$ cat src/rtl/dual_slope_adc_seq.sv
// Dual-slope ADC sequencer: drives the integrator switches through reset, run-up and
// run-down, captures the run-down count, and is configured and read out over an SPI slave.
module dual_slope_adc_seq #(
    parameter int CNT_W     = 24,
    parameter int RESET_DEF = 100000,
    parameter int RUNUP_DEF = 1000000,
    parameter int TMO_DEF   = 2000000
) (
    input  logic clk,
    input  logic rst_n,
    input  logic sck,
    input  logic ssel,
    input  logic mosi,
    output logic miso,
    input  logic cmp,
    output logic m_reset,
    output logic m_in,
    output logic m_ref,
    output logic ref_pol,
    output logic busy,
    output logic data_valid,
    output logic err
);

    localparam logic [7:0] CMD_SINGLE = 8'hCC;
    localparam logic [7:0] CMD_CONT   = 8'hCD;
    localparam logic [7:0] CMD_STOP   = 8'hCE;
    localparam logic [7:0] CMD_WR_RST = 8'h10;
    localparam logic [7:0] CMD_WR_RUN = 8'h11;
    localparam logic [7:0] CMD_WR_TMO = 8'h12;

    localparam logic [5:0] CMD_BITS   = 6'd8;
    localparam logic [5:0] FRAME_BITS = 6'd40;

    localparam logic [CNT_W-1:0] ONE = CNT_W'(1);

    typedef enum logic [1:0] {
        ST_IDLE,
        ST_RESET,
        ST_RUNUP,
        ST_RUNDOWN
    } state_t;

    // Synchronisers: edges are taken between flop 2 and flop 3.
    logic [2:0] sck_ff;
    logic [2:0] ssel_ff;
    logic [2:0] cmp_ff;
    logic [1:0] mosi_ff;

    always_ff @(posedge clk or negedge rst_n) begin
        if (!rst_n) begin
            sck_ff  <= 3'b000;
            ssel_ff <= 3'b111;
            cmp_ff  <= 3'b000;
            mosi_ff <= 2'b00;
        end else begin
            sck_ff  <= {sck_ff[1:0], sck};
            ssel_ff <= {ssel_ff[1:0], ssel};
            cmp_ff  <= {cmp_ff[1:0], cmp};
            mosi_ff <= {mosi_ff[0], mosi};
        end
    end

    logic sck_rise, sck_fall, ssel_rise, ssel_fall, ssel_active;
    logic mosi_s, cmp_s, cmp_prev;

    assign sck_rise    = sck_ff[1] & ~sck_ff[2];
    assign sck_fall    = ~sck_ff[1] & sck_ff[2];
    assign ssel_rise   = ssel_ff[1] & ~ssel_ff[2];
    assign ssel_fall   = ~ssel_ff[1] & ssel_ff[2];
    assign ssel_active = ~ssel_ff[1];
    assign mosi_s      = mosi_ff[1];
    assign cmp_s       = cmp_ff[1];
    assign cmp_prev    = cmp_ff[2];

    // SPI shift registers. Only the low CNT_W data bits are kept, which is all any write uses.
    logic [5:0]       bit_cnt;
    logic [7:0]       cmd_sr;
    logic [CNT_W-1:0] data_sr;
    logic [39:0]      tx_sr;
    logic [39:0]      status_word;
    logic             continuous;
    logic [CNT_W-1:0] result;
    state_t           state;

    assign status_word = {data_valid, err, ref_pol, continuous, busy, 3'b000, 32'(result)};

    always_ff @(posedge clk or negedge rst_n) begin
        if (!rst_n) begin
            bit_cnt <= '0;
            cmd_sr  <= '0;
            data_sr <= '0;
            tx_sr   <= '0;
        end else if (ssel_fall) begin
            bit_cnt <= '0;
            tx_sr   <= status_word;
        end else if (ssel_active) begin
            if (sck_rise && bit_cnt != FRAME_BITS) begin
                bit_cnt <= bit_cnt + 6'd1;
                if (bit_cnt < CMD_BITS) begin
                    cmd_sr <= {cmd_sr[6:0], mosi_s};
                end else begin
                    data_sr <= {data_sr[CNT_W-2:0], mosi_s};
                end
            end
            if (sck_fall) begin
                tx_sr <= {tx_sr[38:0], 1'b0};
            end
        end
    end

    assign miso = tx_sr[39];

    // Frame decode happens only on the ssel rising edge.
    logic is_idle, has_cmd, full_frame;
    logic start_cmd, cont_on, cont_off, cfg_write, read_done;

    assign is_idle    = (state == ST_IDLE);
    assign has_cmd    = ssel_rise && (bit_cnt >= CMD_BITS);
    assign full_frame = ssel_rise && (bit_cnt == FRAME_BITS);
    assign start_cmd  = has_cmd && is_idle && (cmd_sr == CMD_SINGLE || cmd_sr == CMD_CONT);
    assign cont_on    = has_cmd && is_idle && (cmd_sr == CMD_CONT);
    assign cont_off   = has_cmd && (cmd_sr == CMD_STOP);
    assign cfg_write  = full_frame && is_idle;
    assign read_done  = full_frame;

    logic [CNT_W-1:0] reset_cnt, runup_cnt, tmo_cnt;

    always_ff @(posedge clk or negedge rst_n) begin
        if (!rst_n) begin
            reset_cnt  <= CNT_W'(RESET_DEF);
            runup_cnt  <= CNT_W'(RUNUP_DEF);
            tmo_cnt    <= CNT_W'(TMO_DEF);
            continuous <= 1'b0;
        end else begin
            if (cfg_write) begin
                case (cmd_sr)
                    CMD_WR_RST: reset_cnt <= data_sr;
                    CMD_WR_RUN: runup_cnt <= data_sr;
                    CMD_WR_TMO: tmo_cnt   <= data_sr;
                    default: ;
                endcase
            end
            if (cont_on) begin
                continuous <= 1'b1;
            end else if (cont_off) begin
                continuous <= 1'b0;
            end
        end
    end

    // Last cnt value of each phase; a programmed zero behaves as a length of one.
    logic [CNT_W-1:0] reset_last, runup_last, tmo_last;

    assign reset_last = (reset_cnt == '0) ? '0 : reset_cnt - ONE;
    assign runup_last = (runup_cnt == '0) ? '0 : runup_cnt - ONE;
    assign tmo_last   = (tmo_cnt == '0) ? '0 : tmo_cnt - ONE;

    state_t           state_n;
    logic [CNT_W-1:0] cnt, cnt_n, result_n;
    logic             m_reset_n, m_in_n, ref_pol_n, err_n, data_valid_n;
    logic             cmp_hit;

    // Run-down ends when the comparator crosses away from the polarity latched at run-up end.
    assign cmp_hit = (cmp_s != ref_pol) && (cmp_prev == ref_pol);

    always_ff @(posedge clk or negedge rst_n) begin
        if (!rst_n) begin
            state      <= ST_IDLE;
            cnt        <= '0;
            m_reset    <= 1'b0;
            m_in       <= 1'b0;
            ref_pol    <= 1'b0;
            result     <= '0;
            err        <= 1'b0;
            data_valid <= 1'b0;
        end else begin
            state      <= state_n;
            cnt        <= cnt_n;
            m_reset    <= m_reset_n;
            m_in       <= m_in_n;
            ref_pol    <= ref_pol_n;
            result     <= result_n;
            err        <= err_n;
            data_valid <= data_valid_n;
        end
    end

    always_comb begin
        state_n      = state;
        cnt_n        = cnt;
        m_reset_n    = m_reset;
        m_in_n       = m_in;
        ref_pol_n    = ref_pol;
        result_n     = result;
        err_n        = err;
        data_valid_n = data_valid;

        // A completing conversion below overrides this clear.
        if (read_done) begin
            data_valid_n = 1'b0;
        end

        case (state)
            ST_IDLE: begin
                m_reset_n = 1'b0;
                m_in_n    = 1'b0;
                cnt_n     = '0;
                if (start_cmd || continuous) begin
                    state_n = ST_RESET;
                end
            end
            ST_RESET: begin
                if (cnt == reset_last) begin
                    m_reset_n = 1'b1;
                    cnt_n     = '0;
                    state_n   = ST_RUNUP;
                end else begin
                    cnt_n = cnt + ONE;
                end
            end
            ST_RUNUP: begin
                if (cnt == runup_last) begin
                    ref_pol_n = cmp_s;
                    m_in_n    = 1'b1;
                    cnt_n     = '0;
                    state_n   = ST_RUNDOWN;
                end else begin
                    cnt_n = cnt + ONE;
                end
            end
            ST_RUNDOWN: begin
                if (cmp_hit) begin
                    result_n     = cnt + ONE;
                    err_n        = 1'b0;
                    data_valid_n = 1'b1;
                    m_reset_n    = 1'b0;
                    m_in_n       = 1'b0;
                    cnt_n        = '0;
                    state_n      = ST_IDLE;
                end else if (cnt == tmo_last) begin
                    result_n     = '1;
                    err_n        = 1'b1;
                    data_valid_n = 1'b1;
                    m_reset_n    = 1'b0;
                    m_in_n       = 1'b0;
                    cnt_n        = '0;
                    state_n      = ST_IDLE;
                end else begin
                    cnt_n = cnt + ONE;
                end
            end
            default: begin
                state_n = ST_IDLE;
            end
        endcase
    end

    assign busy  = (state != ST_IDLE);
    assign m_ref = ~m_in;

endmodule

$ cat config.mk
export PLATFORM = sky130hd
export DESIGN_NAME = dual_slope_adc_seq
export DESIGN_NICKNAME = d
export VERILOG_FILES = /design/src/rtl/dual_slope_adc_seq.sv
export SDC_FILE = /design/constraint.sdc
export NUM_CORES = 1
export LEC_CHECK = 0
export BUFFER_PORTS_ARGS = -buffer_cell sky130_fd_sc_hd__buf_2
export CAP_MARGIN = 5
export CORE_MARGIN = 2
export CORE_UTILIZATION = 40
export DETAILED_ROUTE_END_ITERATION = 12
export PLACE_DENSITY_LB_ADDON = 0.1
export SLEW_MARGIN = 20
export SYNTH_ARGS = -nofsm -noshare
export SYNTH_HDL_FRONTEND = slang
export SYNTH_SLANG_ARGS = --single-unit
$ cat constraint.sdc
create_clock -name clk -period 3.8 [get_ports clk]
set_input_delay 0.76 -clock clk [delete_from_list [all_inputs] [get_ports clk]]
set_output_delay 0.76 -clock clk [all_outputs]
set_load 0.01 [all_outputs]
== Yosys cells after proc, flatten, opt, wreduce, memory -nomap -nowiden ==
Cells that the tools add are included.
Cells by class
  add/sub/neg operators: 5
  $lt $le $gt $ge: 2
  equal/unequal tests: 21
  muxes and demuxes: 36
  bitwise gates (word level): 11
  reductions and logical operators: 34
Operator list (number)
  24-bit two-way mux: 9
  40-bit two-way mux: 3
  24-bit case mux with 4 select lines: 1
  24-bit equality test: 3
  24-bit logical NOT: 3
  24-bit by 1-bit subtractor with 24-bit output (second input constant): 3
  24-bit by 1-bit adder with 24-bit output (second input constant): 1
  8-bit by 5-bit equality test with 1-bit output (second input constant): 3
  8-bit equality test (second input constant): 3
  6-bit two-way mux: 3
  2-bit AND reduction: 7
  1-bit two-way mux: 12
  4-bit AND reduction: 3
  2-bit two-way mux: 5
  2-bit nonzero test: 5
  1-bit logical AND: 9
  2-bit case mux with 4 select lines: 1
  1-bit NOT: 7
  6-bit by 1-bit adder with 6-bit output (second input constant): 1
  6-bit equality test (second input constant): 1
  6-bit by 4-bit greater-or-equal comparator with 1-bit output (second input constant): 1
  6-bit by 4-bit < comparator with 1-bit output (second input constant): 1
  6-bit inequality test (second input constant): 1
  1-bit case mux with 3 select lines: 2
  other kinds (12): 21
Storage, ports and cells
  register bits: 217
  bits of input ports: 6
  logic and storage cells: 129

== Longest topological paths before layout ==
  depth after elaboration: 8
  depth in mapped cells: 16
  depth with buffers taken out: 12

== Worst setup path before layout ==
Ideal clock, no wire load.
  kind: reg-to-reg
  start: register reset_cnt[0]
  end: register state[1]
  arrival time: 4.062 ns
  data required time: 3.672 ns
  setup slack: -0.389 ns
  stages on the path, launching flop included: 15
  path buffers: 2
  period minus slack after synthesis: 4.189 ns
  cell sequence: dfrtp_1 -> inv_1 -> ha_1 -> or4b_2 -> clkbuf_1 -> or2_1 -> clkbuf_1 -> nor3_1 -> a21oi_1 -> xnor2_1 -> or4_1 -> o31ai_1 -> o21ai_1 -> nor3_2 -> mux2_1
Between the ends
  cells in the longest elaborated chain, start to end: 5
Ends and longest elaborated chain
  from (decl): RTL line 127  | logic [CNT_W-1:0] reset_cnt, runup_cnt, tmo_cnt;
  from (signal assigned): RTL line 131  | reset_cnt <= CNT_W'(RESET_DEF);
  from (signal assigned): RTL line 138  | CMD_WR_RST: reset_cnt <= data_sr;
  24-bit by 1-bit subtractor with 24-bit output / 24-bit logical NOT (equally long branches): RTL line 155  | assign reset_last = (reset_cnt == '0) ? '0 : reset_cnt - ONE;
  24-bit two-way mux (*): RTL line 155
  24-bit equality test (*): RTL line 214  | if (cnt == reset_last) begin
  2-bit inequality test (no line) (*)
  4-bit AND reduction (no line) (*)
  to (signal assigned): RTL line 178  | state <= state_n;
  to (decl): RTL line 84  | state_t state;
Mark *: on every way between the ends. The rest lies on a longest branch, timed or not.
A chain may end at the register's enable or synchronous reset.

== Final worst setup path ==
  start: register tmo_cnt[17]
  end: register state[1]
Between the ends
  cells in the longest elaborated chain, start to end: 5
Ends and longest elaborated chain
  from (decl): RTL line 127
  from (signal assigned): RTL line 133  | tmo_cnt <= CNT_W'(TMO_DEF);
  from (signal assigned): RTL line 140  | CMD_WR_TMO: tmo_cnt <= data_sr;
  24-bit by 1-bit subtractor with 24-bit output / 24-bit logical NOT (equally long branches): RTL line 157  | assign tmo_last = (tmo_cnt == '0) ? '0 : tmo_cnt - ONE;
  24-bit two-way mux (*): RTL line 157
  24-bit equality test (*): RTL line 241  | end else if (cnt == tmo_last) begin
  3-bit inequality test (no line) (*)
  4-bit AND reduction (no line) (*)
Marked as above.

==> flow_summary.toml <==
[status]
run_status = "finished with violations"
violations = "setup timing"

[place]
buffer_ports.inserted = 13
gpl.final_weighted_congestion = 0.906
hpwl_microns = 25700
dp_worst_setup_slack_ps = -87.4

[cells_and_area]
fillers = 2850
drive_gt1_frac = 0.255
multiInputGateArea_sq_um = 6410
number_of_antenna_cells_inserted = 0
regArea_sq_um = 5460
area_growth_pct = 15.9
layout.nets = 1319
finalCoreUtilization = 0.468

[floorplan]
core-area_sq_um = 30300
num_io_pins = 14
placementRows = 64
floorplan.die.width_microns = 179
initial_core_util = 0.404
dieHeight_microns = 179
design.die.area_sq_um = 32100

[synth]
synthAdderAreaFrac = 0.0102
synth_compound_gate_area_share = 0.134
synth_sequential_area_ratio = 0.445
synthMuxAreaShare = 0.0949
ys_dominant_reg_cell = "sky130_fd_sc_hd__dfrtp_1"
synth_cell_type_count = 86
synth_fp_nets = 1265
synth-xor-area-share = 0.0787
synth_top_family_by_area = "simple AND/OR/NAND/NOR gates"
yosys_warnings = 0
netlist_instances = 1249
post_synth_arst_share = 1.00
synth_seq_cells = 217
synth-edff-count = 0
simple_gate_share_of_the_synthesized_area = 0.194
post_synth_instance_area_sq_um = 12300
synthesis.area_per_instance_sq_um = 9.81

[cts]
cts_max_level = 1
tritoncts = "built"
cts_buffers = 25
worst_setup_hold_path_clk_slew_ps = 60
numClockSinks = 217
ctsRootBufferMaster = "sky130_fd_sc_hd__clkbuf_16"
cts_buffer_depth = 3
postCtsHoldBufs = 0
clk-insertion-delay-late_ps = 550

[timing]
slew_viol_final = 0
timing.final.crit_period_ps = 3890
worst_slew_pin_slew_ps = 1000
max_slew_margin = 0.333
final_min_period_over_clock_period = 1.02
clock.fmax_mhz = 257
final.hold.worst_slack_ps = 206
grt_setup_unrepaired = "yes"
skew_ps = 16.2
hold_viol = 0
tns_ps = -1050
final_setup_violation_count = 43
setup_ws_ps = -88.5

[route]
route.detailed.vias_per_inst = 5.81
via_count = 9977
dr_drc_count = 0
detail-route-antenna-nets = 0
first_pass_iters = 5
wl_per_cell_microns = 20.9
totalWireLength_microns = 35800
first_iter_violations = 797

[worst_setup_path]
worst-r2r-cell-count = 9
critical_path.startpoint_type = "flop"
end_kind = "flop"
critical_path.reg2reg.startpoint = "tmo_cnt[17]$_DFFE_PN1P_"
timing.critical_path.required_ps = 4230
worst_r2r_endpoint = "state[1]$_DFFE_PN0P_"
reg2reg_setup_slack_ps = -90
worstPathArrival_ps = 4320
criticalPathCategory = "reg2reg"
crit_path_max_fanout = 5

[grt]
grt_pass1_vias = 9667
grt_max_degree = 77
globalRoute.totalOverflow = 0
grt_pass1_wl_microns = 56400
global_route.usage.total = 0.229
antenna_found_initial = 0

[job]
maxCapViolCount = 0

[power_and_ir_drop]
power_per_cell_area_nw_per_um2 = 359
ir_worst_vdd_mv = 0.409
power_leakage_nw = 6.63

[min_path]
hold_class = "in2async"
[metrics by stage]
stage | cells | total power, mW | area [sq um]
floorplan | 1249 | 2.56 | 12300
global placement | 1670 | 2.65 | 13300
detailed placement | 1670 | 2.66 | 13300
CTS | 1716 | 5.17 | 14100
global route | 1717 | 5.29 | 14200
finish | 1717 | 5.10 | 14200
[critical path, stage by stage, from the launching register on]
cell	delay, ps
sky130_fd_sc_hd__dfstp_2	370
sky130_fd_sc_hd__or4_4	530
sky130_fd_sc_hd__or3_4	400
sky130_fd_sc_hd__or3_4	400
sky130_fd_sc_hd__or4_1	480
sky130_fd_sc_hd__a2111o_1	370
sky130_fd_sc_hd__or4_4	520
sky130_fd_sc_hd__o21a_4	250
sky130_fd_sc_hd__nor3_4	140
sky130_fd_sc_hd__mux2_4	310
[final cells by class]
| type | count | area share |
|---|---|---|
| clock buffer | 32 | 0.0501 |
| clock inverter | 13 | 0.00987 |
| inverter | 33 | 0.00872 |
| multi-input combinational | 915 | 0.452 |
| sequential | 217 | 0.384 |
| tap | 396 | 0.0349 |
| timing repair buffer | 111 | 0.0606 |
[cell usage after synthesis (10+ instances only)]
cell type	count	area (sq um)
sky130_fd_sc_hd__a21oi_1	31	155
sky130_fd_sc_hd__a2bb2oi_1	26	228
sky130_fd_sc_hd__a31oi_1	32	200
sky130_fd_sc_hd__and3_1	11	68.8
sky130_fd_sc_hd__clkbuf_1	66	248
sky130_fd_sc_hd__dfrtp_1	194	4850
sky130_fd_sc_hd__dfstp_2	23	604
sky130_fd_sc_hd__ha_1	10	125
sky130_fd_sc_hd__inv_1	33	124
sky130_fd_sc_hd__mux2_2	97	1090
sky130_fd_sc_hd__nand2_1	123	462
sky130_fd_sc_hd__nand3_1	23	115
sky130_fd_sc_hd__nand4_1	24	150
sky130_fd_sc_hd__nor2_1	106	398
sky130_fd_sc_hd__nor3_1	44	220
sky130_fd_sc_hd__nor4_1	29	181
sky130_fd_sc_hd__o21ai_0	41	205
sky130_fd_sc_hd__o31ai_1	11	82.6
sky130_fd_sc_hd__or3_1	21	131
sky130_fd_sc_hd__or4_1	15	113
sky130_fd_sc_hd__xnor2_1	56	490
sky130_fd_sc_hd__xor2_1	46	403
[where the power goes]
group | internal, mW | switching, mW | total [mW]
clock network | 1.47 | 1.02 | 2.49
registers | 2.38 | 0.0547 | 2.44
logic | 0.0656 | 0.107 | 0.173
total | 3.91 | 1.18 | 5.10
[metal layers]
metal | share of wire | track usage
met2 | 0.45 | 0.362
met5 | 0 | 0
met1 | 0.47 | 0.332
met4 | 0.019 | 0.0498
met3 | 0.063 | 0.0344
[sequential cells by signal, indices dropped and copies added, names as in the netlist, 6 cells and up]
name	cells
runup_cnt	24
cmd_sr	8
tx_sr	40
bit_cnt	6
cnt	24
result	24
reset_cnt	24
data_sr	24
tmo_cnt	24
[cell families (layout without fill, tap and decap cells)]
group,Yosys count,count (layout)
AOI/OAI and AO/OA,230,230
muxes,104,104
DFF,217,217
buffers and inverters,117,189
and+or+nand+nor,466,466
xor gates and xnor gates,105,105
adders and majority gates,10,10
[worst max-delay path by stage]
stage | startpoint | endpoint | slack (ps) | cells past startpoint
floorplan | tmo_cnt[16]$_DFFE_PN0P_ | state[1]$_DFFE_PN0P_ | -80 | 10
global placement | tmo_cnt[17]$_DFFE_PN1P_ | state[1]$_DFFE_PN0P_ | -40 | 9
detailed placement | tmo_cnt[17]$_DFFE_PN1P_ | result[10]$_DFFE_PN0P_ | -90 | 10
CTS | tmo_cnt[17]$_DFFE_PN1P_ | state[1]$_DFFE_PN0P_ | -50 | 9
global route | tmo_cnt[17]$_DFFE_PN1P_ | state[1]$_DFFE_PN0P_ | -130 | 9
finish | tmo_cnt[17]$_DFFE_PN1P_ | state[1]$_DFFE_PN0P_ | -90 | 9
[placed cells by master, fill, tap and decap left out, types with 6 or more instances in the layout]
cell type	n
sky130_fd_sc_hd__buf_2	12
sky130_fd_sc_hd__a2bb2oi_1	24
sky130_fd_sc_hd__nor4_1	26
sky130_fd_sc_hd__nor4b_1	6
sky130_fd_sc_hd__xnor2_1	56
sky130_fd_sc_hd__a21oi_1	31
sky130_fd_sc_hd__clkbuf_8	6
sky130_fd_sc_hd__o21a_1	7
sky130_fd_sc_hd__xor2_1	46
sky130_fd_sc_hd__nand4_1	24
sky130_fd_sc_hd__o31ai_1	10
sky130_fd_sc_hd__or2_2	9
sky130_fd_sc_hd__mux2i_1	6
sky130_fd_sc_hd__a31oi_1	32
sky130_fd_sc_hd__o21ai_0	41
sky130_fd_sc_hd__buf_4	94
sky130_fd_sc_hd__nand2_1	123
sky130_fd_sc_hd__nand3_1	23
sky130_fd_sc_hd__nor2b_1	6
sky130_fd_sc_hd__nor2_1	104
sky130_fd_sc_hd__nor3b_1	6
sky130_fd_sc_hd__inv_1	31
sky130_fd_sc_hd__mux2_2	97
sky130_fd_sc_hd__nor3_1	40
sky130_fd_sc_hd__clkbuf_16	25
sky130_fd_sc_hd__or3_1	19
sky130_fd_sc_hd__clkinv_2	7
sky130_fd_sc_hd__and3_1	11
sky130_fd_sc_hd__dfrtp_1	194
sky130_fd_sc_hd__ha_1	9
sky130_fd_sc_hd__dfstp_2	23
sky130_fd_sc_hd__or4_1	15
[repair_timing]
action,CTS,global route
endpoints found under the setup margin,51,53
resized for setup,5,11
pin swaps,1,1
buffers inserted,1,1
Note: power is estimated with default switching activity, not from simulation.
